File: config.mk
export PLATFORM = sky130hd
export DESIGN_NAME = uart_frame_router_flat
export DESIGN_NICKNAME = d
export VERILOG_FILES = /design/src/rtl/uart_frame_router_if.sv /design/src/rtl/uart_frame_router.sv /design/src/flat_wrapper.sv
export SDC_FILE = /design/constraint.sdc
export NUM_CORES = 1
export LEC_CHECK = 0
export CORE_UTILIZATION = 49
export DETAILED_ROUTE_END_ITERATION = 10
export HOLD_SLACK_MARGIN = 0.06
export PLACE_DENSITY_LB_ADDON = 0.1
export SLEW_MARGIN = 40
export SYNTH_ARGS = -nofsm -noshare
export SYNTH_HDL_FRONTEND = slang
export SYNTH_SLANG_ARGS = --single-unit
File: constraint.sdc
create_clock -name i_clk -period 4.6 [get_ports i_clk]
set_clock_uncertainty 0.15 [all_clocks]
set_input_delay 0.92 -clock i_clk [delete_from_list [all_inputs] [get_ports i_clk]]
set_output_delay 0.92 -clock i_clk [all_outputs]
set_load 0.005 [all_outputs]
File: src/rtl/uart_frame_router_if.sv
// Byte-in / strobe-out bundle of the UART frame router.
// The slave modport is the router; the master modport is the byte source and strobe consumer.
interface uart_frame_router_if #(
    parameter int NUM_CHANNEL  = 4,
    parameter int CH_WORDS     = 8,
    parameter int LAUNCH_WORDS = 4
);
    localparam int AW = (CH_WORDS > 1) ? $clog2(CH_WORDS) : 1;

    logic [7:0]                 i_rx_data;
    logic                       i_rx_valid;
    logic [NUM_CHANNEL-1:0]     o_wr_en;
    logic [AW-1:0]              o_wr_addr;
    logic [31:0]                o_wr_data;
    logic                       o_launch;
    logic [NUM_CHANNEL-1:0]     o_launch_mask;
    logic [LAUNCH_WORDS*32-1:0] o_launch_regs;
    logic                       o_err_hdr;
    logic                       o_err_timeout;
    logic                       o_busy;
    logic [1:0]                 o_dbg_state;

    // i_rx_valid is a one-cycle strobe with no back-pressure: every strobed byte is consumed.
    modport slave (
        input  i_rx_data, i_rx_valid,
        output o_wr_en, o_wr_addr, o_wr_data, o_launch, o_launch_mask, o_launch_regs,
               o_err_hdr, o_err_timeout, o_busy, o_dbg_state
    );

    modport master (
        output i_rx_data, i_rx_valid,
        input  o_wr_en, o_wr_addr, o_wr_data, o_launch, o_launch_mask, o_launch_regs,
               o_err_hdr, o_err_timeout, o_busy, o_dbg_state
    );
endinterface

File: src/rtl/uart_frame_router.sv
// Assembles UART bytes into 32-bit words and routes header-selected frames either to a
// channel register file (one write per word) or to an atomically committed launch buffer.
module uart_frame_router #(
    parameter int NUM_CHANNEL    = 4,
    parameter int CH_WORDS       = 8,
    parameter int LAUNCH_WORDS   = 4,
    parameter int TIMEOUT_CYCLES = 8192
) (
    input  logic               i_clk,
    input  logic               i_rst_n,
    uart_frame_router_if.slave bus
);
    localparam int AW   = (CH_WORDS > 1) ? $clog2(CH_WORDS) : 1;
    localparam int CW   = (NUM_CHANNEL > 1) ? $clog2(NUM_CHANNEL) : 1;
    localparam int LW   = (LAUNCH_WORDS > 1) ? $clog2(LAUNCH_WORDS) : 1;
    localparam int MAXW = (CH_WORDS > LAUNCH_WORDS) ? CH_WORDS : LAUNCH_WORDS;
    localparam int IW   = (MAXW > 1) ? $clog2(MAXW) : 1;
    localparam int TW   = $clog2(TIMEOUT_CYCLES);
    localparam int RW   = LAUNCH_WORDS * 32;

    typedef enum logic [1:0] {
        ST_HDR        = 2'd0,
        ST_CH_PAY     = 2'd1,
        ST_LAUNCH_PAY = 2'd2
    } state_e;

    state_e                 state_q;
    logic [1:0]             byte_cnt_q;
    logic [23:0]            asm_q;
    logic [CW-1:0]          chan_q;
    logic [IW-1:0]          widx_q;
    logic [TW-1:0]          tmo_q, tmo_d;
    logic [31:0]            shadow_q [LAUNCH_WORDS];
    logic [NUM_CHANNEL-1:0] wr_en_q;
    logic [AW-1:0]          wr_addr_q;
    logic [31:0]            wr_data_q;
    logic                   launch_q;
    logic [NUM_CHANNEL-1:0] launch_mask_q;
    logic [RW-1:0]          launch_regs_q, launch_regs_d;
    logic                   err_hdr_q;
    logic                   err_tmo_q;

    logic                   busy;
    logic                   word_done;
    logic                   tmo_expire;
    logic [31:0]            word_in;
    logic                   hdr_hit;
    logic [CW-1:0]          hdr_idx;

    assign busy       = (byte_cnt_q != 2'd0) || (state_q != ST_HDR);
    assign word_in    = {asm_q, bus.i_rx_data};
    assign word_done  = bus.i_rx_valid && (byte_cnt_q == 2'd3);
    // A byte on the expiring cycle clears the counter instead of timing out.
    assign tmo_expire = busy && !bus.i_rx_valid && (tmo_q == TW'(TIMEOUT_CYCLES - 1));

    always_comb begin
        hdr_hit = 1'b0;
        hdr_idx = '0;
        for (int i = 0; i < NUM_CHANNEL; i++) begin
            if (word_in == (32'hFFFF_FFFF ^ (32'd1 << (i + 8)))) begin
                hdr_hit = 1'b1;
                hdr_idx = CW'(i);
            end
        end
    end

    always_comb begin
        if (bus.i_rx_valid || !busy || tmo_expire) tmo_d = '0;
        else                                       tmo_d = tmo_q + TW'(1);
    end

    // Commit image: shadow words with the word completing right now spliced in.
    always_comb begin
        launch_regs_d = '0;
        for (int k = 0; k < LAUNCH_WORDS; k++) begin
            launch_regs_d[32*k +: 32] = (widx_q[LW-1:0] == LW'(k)) ? word_in : shadow_q[k];
        end
    end

    always_ff @(posedge i_clk) begin
        if (!i_rst_n) begin
            state_q       <= ST_HDR;
            byte_cnt_q    <= '0;
            asm_q         <= '0;
            chan_q        <= '0;
            widx_q        <= '0;
            tmo_q         <= '0;
            for (int k = 0; k < LAUNCH_WORDS; k++) shadow_q[k] <= '0;
            wr_en_q       <= '0;
            wr_addr_q     <= '0;
            wr_data_q     <= '0;
            launch_q      <= 1'b0;
            launch_mask_q <= '0;
            launch_regs_q <= '0;
            err_hdr_q     <= 1'b0;
            err_tmo_q     <= 1'b0;
        end else begin
            wr_en_q   <= '0;
            launch_q  <= 1'b0;
            err_hdr_q <= 1'b0;
            err_tmo_q <= 1'b0;
            tmo_q     <= tmo_d;
            if (tmo_expire) begin
                err_tmo_q  <= 1'b1;
                state_q    <= ST_HDR;
                byte_cnt_q <= '0;
            end else if (bus.i_rx_valid) begin
                byte_cnt_q <= byte_cnt_q + 2'd1;
                asm_q      <= {asm_q[15:0], bus.i_rx_data};
                if (word_done) begin
                    case (state_q)
                        ST_HDR: begin
                            if (word_in == 32'hFFFF_FFFF) begin
                                state_q <= ST_LAUNCH_PAY;
                                widx_q  <= '0;
                            end else if (hdr_hit) begin
                                state_q <= ST_CH_PAY;
                                chan_q  <= hdr_idx;
                                widx_q  <= '0;
                            end else begin
                                err_hdr_q <= 1'b1;
                            end
                        end
                        ST_CH_PAY: begin
                            wr_en_q   <= NUM_CHANNEL'(1) << chan_q;
                            wr_addr_q <= widx_q[AW-1:0];
                            wr_data_q <= word_in;
                            if (widx_q == IW'(CH_WORDS - 1)) state_q <= ST_HDR;
                            else                             widx_q  <= widx_q + IW'(1);
                        end
                        ST_LAUNCH_PAY: begin
                            shadow_q[widx_q[LW-1:0]] <= word_in;
                            if (widx_q == IW'(LAUNCH_WORDS - 1)) begin
                                launch_regs_q <= launch_regs_d;
                                launch_mask_q <= launch_regs_d[NUM_CHANNEL-1:0];
                                launch_q      <= 1'b1;
                                state_q       <= ST_HDR;
                            end else begin
                                widx_q <= widx_q + IW'(1);
                            end
                        end
                        default: state_q <= ST_HDR;
                    endcase
                end
            end
        end
    end

    assign bus.o_wr_en       = wr_en_q;
    assign bus.o_wr_addr     = wr_addr_q;
    assign bus.o_wr_data     = wr_data_q;
    assign bus.o_launch      = launch_q;
    assign bus.o_launch_mask = launch_mask_q;
    assign bus.o_launch_regs = launch_regs_q;
    assign bus.o_err_hdr     = err_hdr_q;
    assign bus.o_err_timeout = err_tmo_q;
    assign bus.o_busy        = busy;
    assign bus.o_dbg_state   = state_q;
endmodule

File: src/flat_wrapper.sv
// flat-port wrapper written by rule: the top's interface ports become plain ports
module uart_frame_router_flat 
#(
    parameter int NUM_CHANNEL    = 4,
    parameter int CH_WORDS       = 8,
    parameter int LAUNCH_WORDS   = 4,
    parameter int TIMEOUT_CYCLES = 8192
)
  (i_clk, i_rst_n, bus_i_rx_data, bus_i_rx_valid, bus_o_wr_en, bus_o_wr_addr, bus_o_wr_data, bus_o_launch, bus_o_launch_mask, bus_o_launch_regs, bus_o_err_hdr, bus_o_err_timeout, bus_o_busy, bus_o_dbg_state);
  uart_frame_router_if #(.NUM_CHANNEL(NUM_CHANNEL), .CH_WORDS(CH_WORDS), .LAUNCH_WORDS(LAUNCH_WORDS)) bus_i ();
  input  logic i_clk;
  input  logic i_rst_n;
  input wire logic [$bits(bus_i.i_rx_data)-1:0] bus_i_rx_data;
  input wire logic [$bits(bus_i.i_rx_valid)-1:0] bus_i_rx_valid;
  output wire logic [$bits(bus_i.o_wr_en)-1:0] bus_o_wr_en;
  output wire logic [$bits(bus_i.o_wr_addr)-1:0] bus_o_wr_addr;
  output wire logic [$bits(bus_i.o_wr_data)-1:0] bus_o_wr_data;
  output wire logic [$bits(bus_i.o_launch)-1:0] bus_o_launch;
  output wire logic [$bits(bus_i.o_launch_mask)-1:0] bus_o_launch_mask;
  output wire logic [$bits(bus_i.o_launch_regs)-1:0] bus_o_launch_regs;
  output wire logic [$bits(bus_i.o_err_hdr)-1:0] bus_o_err_hdr;
  output wire logic [$bits(bus_i.o_err_timeout)-1:0] bus_o_err_timeout;
  output wire logic [$bits(bus_i.o_busy)-1:0] bus_o_busy;
  output wire logic [$bits(bus_i.o_dbg_state)-1:0] bus_o_dbg_state;
  assign bus_i.i_rx_data = bus_i_rx_data;
  assign bus_i.i_rx_valid = bus_i_rx_valid;
  assign bus_o_wr_en = bus_i.o_wr_en;
  assign bus_o_wr_addr = bus_i.o_wr_addr;
  assign bus_o_wr_data = bus_i.o_wr_data;
  assign bus_o_launch = bus_i.o_launch;
  assign bus_o_launch_mask = bus_i.o_launch_mask;
  assign bus_o_launch_regs = bus_i.o_launch_regs;
  assign bus_o_err_hdr = bus_i.o_err_hdr;
  assign bus_o_err_timeout = bus_i.o_err_timeout;
  assign bus_o_busy = bus_i.o_busy;
  assign bus_o_dbg_state = bus_i.o_dbg_state;
  uart_frame_router #(.NUM_CHANNEL(NUM_CHANNEL), .CH_WORDS(CH_WORDS), .LAUNCH_WORDS(LAUNCH_WORDS), .TIMEOUT_CYCLES(TIMEOUT_CYCLES)) u_core (.i_clk(i_clk), .i_rst_n(i_rst_n), .bus(bus_i));
endmodule
==> results.cfg, run 1 <==
[placement]
port_buffers = 187
dp_hpwl_um = 20100
place_congestion = 0.813

[synth]
ys_ff_latch = 344
synth_cell_types = 48
syn_nets = 1299
synth_top_area_share_pct = 31.1
yosysWarnings = 0
netlist_instances = 1277
ys_seq_area_share_pct = 58.8
synth_flop_cell = dfxtp_1
synth_edf_count = 128
avgSynthCellArea_um2 = 10.9
yosys-top-cells-area = dfxtp_1 (31%), edfxtp_1 (28%), nand2_1 (7.6%)
synth_commonest_cells = nand2_1 (280), dfxtp_1 (216), edfxtp_1 (128), mux2i_1 (93), and2_1 (92)
synth-async-reset-ratio_pct = 0
yosysMostFrequentCell = nand2_1
yosysTopAreaCell = dfxtp_1
syn_area_um2 = 13900

[die]
die-area_um2 = 29000
die_h_um = 170
core_um2 = 27900
placement_rows = 61
initial_core_util_pct = 49.8
die_w_um = 170
io_pins = 188

[global_route]
first_global_vias = 9115
grt_pass1_wl_um = 52300
grt_use_total_pct = 23.6
grt_max_degree = 238
grt_overflow = 0
antenna_found_initial = 0

[route]
vias = 9618
wl_per_cell_um = 18.5
drc = 0
dr.first_iter.drc_count = 645
ant_nets = 0
viasPerCell = 5.28
drt_first_pass_iters = 5
routed_wl_um = 33800

[timing]
fin_setup_tns_ns = 0
finalHoldViolCount = 0
finalCritPeriodShare_pct = 68.7
finalCriticalPeriod_ns = 3.16
rsz0062_at_grt = no
max_freq_ghz = 0.317
setup_viol = 0
holdWs_ns = 0.302
slew_headroom_pct = 46.8
maxSlewViolCount = 0
worst_slew_pin_slew_ns = 0.797

[power]
power.leakage_uw = 0.00691
peakVddDrop_mv = 0.241
power_density_nw_per_um2 = 365
finalPower_uw = 6260

[clocking]
cts_resized = 0
postCtsHoldBufs = 0
clock_latency_ns = 0.52
cts_root_buffer = clkbuf_16
clockBufferDepth = 3
clock-sinks = 344
htree_levels = 2
cts_setup_buffers = 0
cts_tree = done
clkTransAtPathRegs_ns = 0.06
cts_made_buffers = 37

[final_layout]
syn_to_final_growth_pct = 23.6
fin_nets = 1437
antennaDiodeCount = 0
layout-drive-gt1-share_pct = 7.13

[critical_path]
startpoint_type = primary input
r2r_cells = 6
reg2reg_to = u_core.shadow_q[0][5]
cp.arrival_ns = 3.15
critical_path_class = in2reg
r2r_slack_ns = 1.59
crit_path_end_kind = flip-flop
critPathMaxFanout = 32
r2r_start = u_core.bus.o_dbg_state[1]
worstPathRequired_ns = 4.59

[outcome]
outcome = completed

[min_path]
hold_start = u_core.bus.o_launch_regs[92]
hold_path.class = reg2reg
min_to = u_core.bus.o_launch_regs[92]
hold_depth = 2

[run]
cap_violations = 0
[per-layer routing]
| layer | track usage (%) | routed length (µm) |
|---|---|---|
| met1 | 33.2 | 15600 |
| met2 | 37.1 | 15300 |
| met3 | 4.33 | 2090 |
| met4 | 6.70 | 786 |
| met5 | 0 | 0 |
[cells by family (layout without fill, tap and decap cells)]
family / Yosys count / after routing / synth area share (%)
AND/OR/NAND/NOR: 509 / 509 / 17.5
flip-flops: 344 / 344 / 58.8
AO/OA/AOI/OAI: 179 / 179 / 10.8
buffers and inverters: 126 / 293 / 4.20
multiplexers: 93 / 93 / 6.71
XOR/XNOR: 14 / 14 / 0.883
adder cells (fa/ha/maj): 12 / 12 / 1.06
[placed cells by master (no fill, tap or decap), types with 6 or more instances in the layout]
cell type,instances
a21boi_0,85
a21boi_1,14
a21oi_1,6
and2_1,91
and3_1,33
buf_4,18
clkbuf_1,12
clkbuf_16,39
clkdlybuf4s50_1,186
clkinv_2,8
dfxtp_1,214
edfxtp_1,128
ha_1,10
inv_1,14
mux2i_1,93
nand2_1,279
nand3_1,16
nand4_1,9
nor2_1,28
nor2b_1,24
nor3_1,6
o211a_1,64
xnor2_1,10
[cell type report]
| cell class | instances | area, µm² |
|---|---|---|
| Fill cell | 2339 | 10700 |
| Sequential cell | 344 | 8170 |
| Multi-Input combinational cell | 807 | 5170 |
| Timing Repair Buffer | 211 | 2140 |
| Clock buffer | 56 | 1090 |
| Tap cell | 378 | 473 |
| Clock inverter | 12 | 65.1 |
| Inverter | 14 | 52.6 |
[critical path, stage by stage]
cell and delay [ns]:
clkdlybuf4s50_1 0.50, and3_1 0.31, nand2_1 0.25, nor3_4 0.16
buf_4 0.29, nand2b_2 0.69
[per-stage QoR]
step	setup WS, ns	instances	area, µm²	util, %
floorplan	0.469	1277	13900	-
global placement	0.952	1752	15900	57.2
detailed placement	0.889	1752	16000	57.3
CTS	1.43	1820	17100	61.4
global route	1.27	1822	17200	61.6
finish	1.44	1822	17200	61.6
[sequential cells by signal (all words and copies together) (netlist names)]
register                  count
u_core.byte_cnt_q             2
u_core.bus.o_err_hdr          1
u_core.widx_q                 3
u_core.bus.o_dbg_state        2
u_core.bus.o_err_timeout      1
u_core.tmo_q                 13
u_core.bus.o_wr_addr          3
u_core.bus.o_launch           1
u_core.bus.o_launch_regs    128
u_core.shadow_q             128
u_core.asm_q                 24
u_core.bus.o_wr_data         32
u_core.bus.o_wr_en            4
u_core.chan_q                 2
[where the power goes]
part | total (µW) | internal (µW) | switching (µW)
registers | 3270 | 3220 | 55.6
logic | 165 | 62.4 | 103
clock network | 2830 | 1640 | 1180
[how the worst max path moves through the flow]
stage	from	to	slack [ns]
after floorplan	bus_i_rx_valid	u_core.shadow_q[2][0]	0.47
after global placement	bus_i_rx_valid	u_core.shadow_q[0][7]	0.95
after detailed placement	bus_i_rx_valid	u_core.shadow_q[0][9]	0.89
after CTS	bus_i_rx_valid	u_core.shadow_q[0][12]	1.43
after global routing	bus_i_rx_valid	u_core.shadow_q[0][9]	1.27
final	bus_i_rx_valid	u_core.shadow_q[0][5]	1.44
(Power assumes the default switching activity.)
==> inputs of run 2 (changes only) <==
Clock period 4.6 ns to 3 ns, I/O delays scaled along.
==> run 2 against run 1 <==
Against the previous run: die area stayed put; flip-flop and latch count stayed put; combinational power up 99%; critical path depth decreased by 2; core utilization rose by 1.4 points; via count fell by 0.46%; global-route usage up 0.16 points; largest power group unchanged.
==> results.cfg, run 2 (synthesis gave the netlist of run 1 again) <==
[power]
power.leakage_uw = 0.00714
peakVddDrop_mv = 0.368
power_density_nw_per_um2 = 559

[final_layout]
syn_to_final_growth_pct = 26.4
fillers = 2320
final_common_cell = nand2_1
layout-drive-gt1-share_pct = 9.39
layout_common_cells = nand2_1 (279), dfxtp_1 (216), clkdlybuf4s50_1 (186), edfxtp_1 (128), mux2i_1 (93)
antennaDiodeCount = 0
fin_nets = 1473

[clocking]
clockBufferDepth = 3
clock-sinks = 344
htree_levels = 2
clkTransAtPathRegs_ns = 0.06
postCtsHoldBufs = 0
cts_setup_buffers = 0
clock_latency_ns = 0.52
cts_made_buffers = 38
cts_tree = done
cts_root_buffer = clkbuf_16
cts_resized = 0

[timing]
setup_viol = 0
rsz0062_at_grt = no
finalCriticalPeriod_ns = 2.77
fin_setup_tns_ns = 0
finalCritPeriodShare_pct = 92.2
worst_slew_pin_slew_ns = 0.545
max_freq_ghz = 0.361
holdWs_ns = 0.300
finalHoldViolCount = 0
slew_headroom_pct = 63.3
maxSlewViolCount = 0

[critical_path]
critical_path_class = reg2out
crit_start = u_core.bus.o_dbg_state[1]
cp.arrival_ns = 2.02
r2r_slack_ns = 0.62
r2r_cells = 6
reg2reg_to = u_core.shadow_q[1][21]
critPathMaxFanout = 9
startpoint_type = flip-flop
r2r_start = u_core.bus.o_dbg_state[1]
worstPathRequired_ns = 2.25
endpoint = bus_o_busy
crit_path_end_kind = output pin

[die]
placement_rows = 61
die_w_um = 170
die-area_um2 = 29000
io_pins = 188
core_um2 = 27900
die_h_um = 170
initial_core_util_pct = 49.8

[route]
wl_met2_um = 15600
drt_first_pass_iters = 5
vias = 9574
wl_met3_um = 2100
wl_per_cell_um = 18.4
top_layer = met4
routed_wl_um = 34300
ant_nets = 0
wl_met1_um = 15700
dr.first_iter.drc_count = 606
viasPerCell = 5.15
drc = 0

[global_route]
grt_max_degree = 103
grt_overflow = 0
grt_use_total_pct = 23.8
antenna_found_initial = 0
first_global_vias = 9104
grt_pass1_wl_um = 52100

[outcome]
outcome = completed

[placement]
port_buffers = 187
place_congestion = 0.847
dp_hpwl_um = 21600

[run]
cap_violations = 0

[min_path]
hold_path.class = reg2reg
-- run 2: cell count changes in the layout (fill, tap and decap cells not counted), moves of 3 or more --
cell	delta
buf_12	+6
buf_4	+30
clkbuf_1	-5
clkbuf_16	+3
clkinv_1	+3
-- run 2: final cells by class --
class	instances	area, µm²	area share (%)
Multi-Input combinational cell	807	5160	29.4
Clock inverter	13	63.8	0.364
Sequential cell	344	8170	46.5
Clock buffer	56	1170	6.69
Timing Repair Buffer	246	2450	14.0
Inverter	14	52.6	0.299
Tap cell	378	473	2.70
-- run 2: report_power, final --
part / leakage (µW) / switching (µW) / internal (µW) / total [µW]
clock: 0.000608 / 1800 / 2710 / 4510
sequential: 0.00296 / 41.3 / 4930 / 4980
combinational: 0.00357 / 211 / 119 / 329
total: 0.00714 / 2050 / 7760 / 9810
-- run 2: critical path: stages, from the launching register on --
cell and delay [ns]:
dfxtp_1 0.45, inv_1 0.10, ha_1 0.30, nand2_1 0.14
clkdlybuf4s50_1 0.51
-- run 2: worst min-delay path by stage --
stage	depth (start not counted)	startpoint	endpoint
finish	2	u_core.bus.o_launch_regs[59]	u_core.bus.o_launch_regs[59]
CTS	2	u_core.bus.o_launch_regs[91]	u_core.bus.o_launch_regs[91]
global placement	2	u_core.bus.o_launch_regs[37]	u_core.bus.o_launch_regs[37]
detailed placement	2	u_core.bus.o_launch_regs[91]	u_core.bus.o_launch_regs[91]
global route	2	u_core.bus.o_launch_regs[91]	u_core.bus.o_launch_regs[91]
floorplan	1	u_core.tmo_q[0]	u_core.tmo_q[0]
-- run 2: through the flow --
stage / total power, µW / worst slack [ns] / instances / cell area [µm²] / utilization, %
finish: 9810 / 0.233 / 1858 / 17500 / 63.0
global route: 10100 / 0.134 / 1858 / 17500 / 63.0
CTS: 9900 / 0.226 / 1858 / 17500 / 63.0
detailed placement: 5400 / 0.273 / 1789 / 16300 / 58.6
global placement: 5400 / 0.284 / 1789 / 16300 / 58.6
floorplan: 5250 / 0.0546 / 1277 / 13900 / -
-- run 2: per-layer routing --
layer  up-vias  GRT usage [%]
li1       4687              -
met1      4570           32.7
met2       263           37.3
met3        54           4.74
met4         0           8.03
met5         -              0
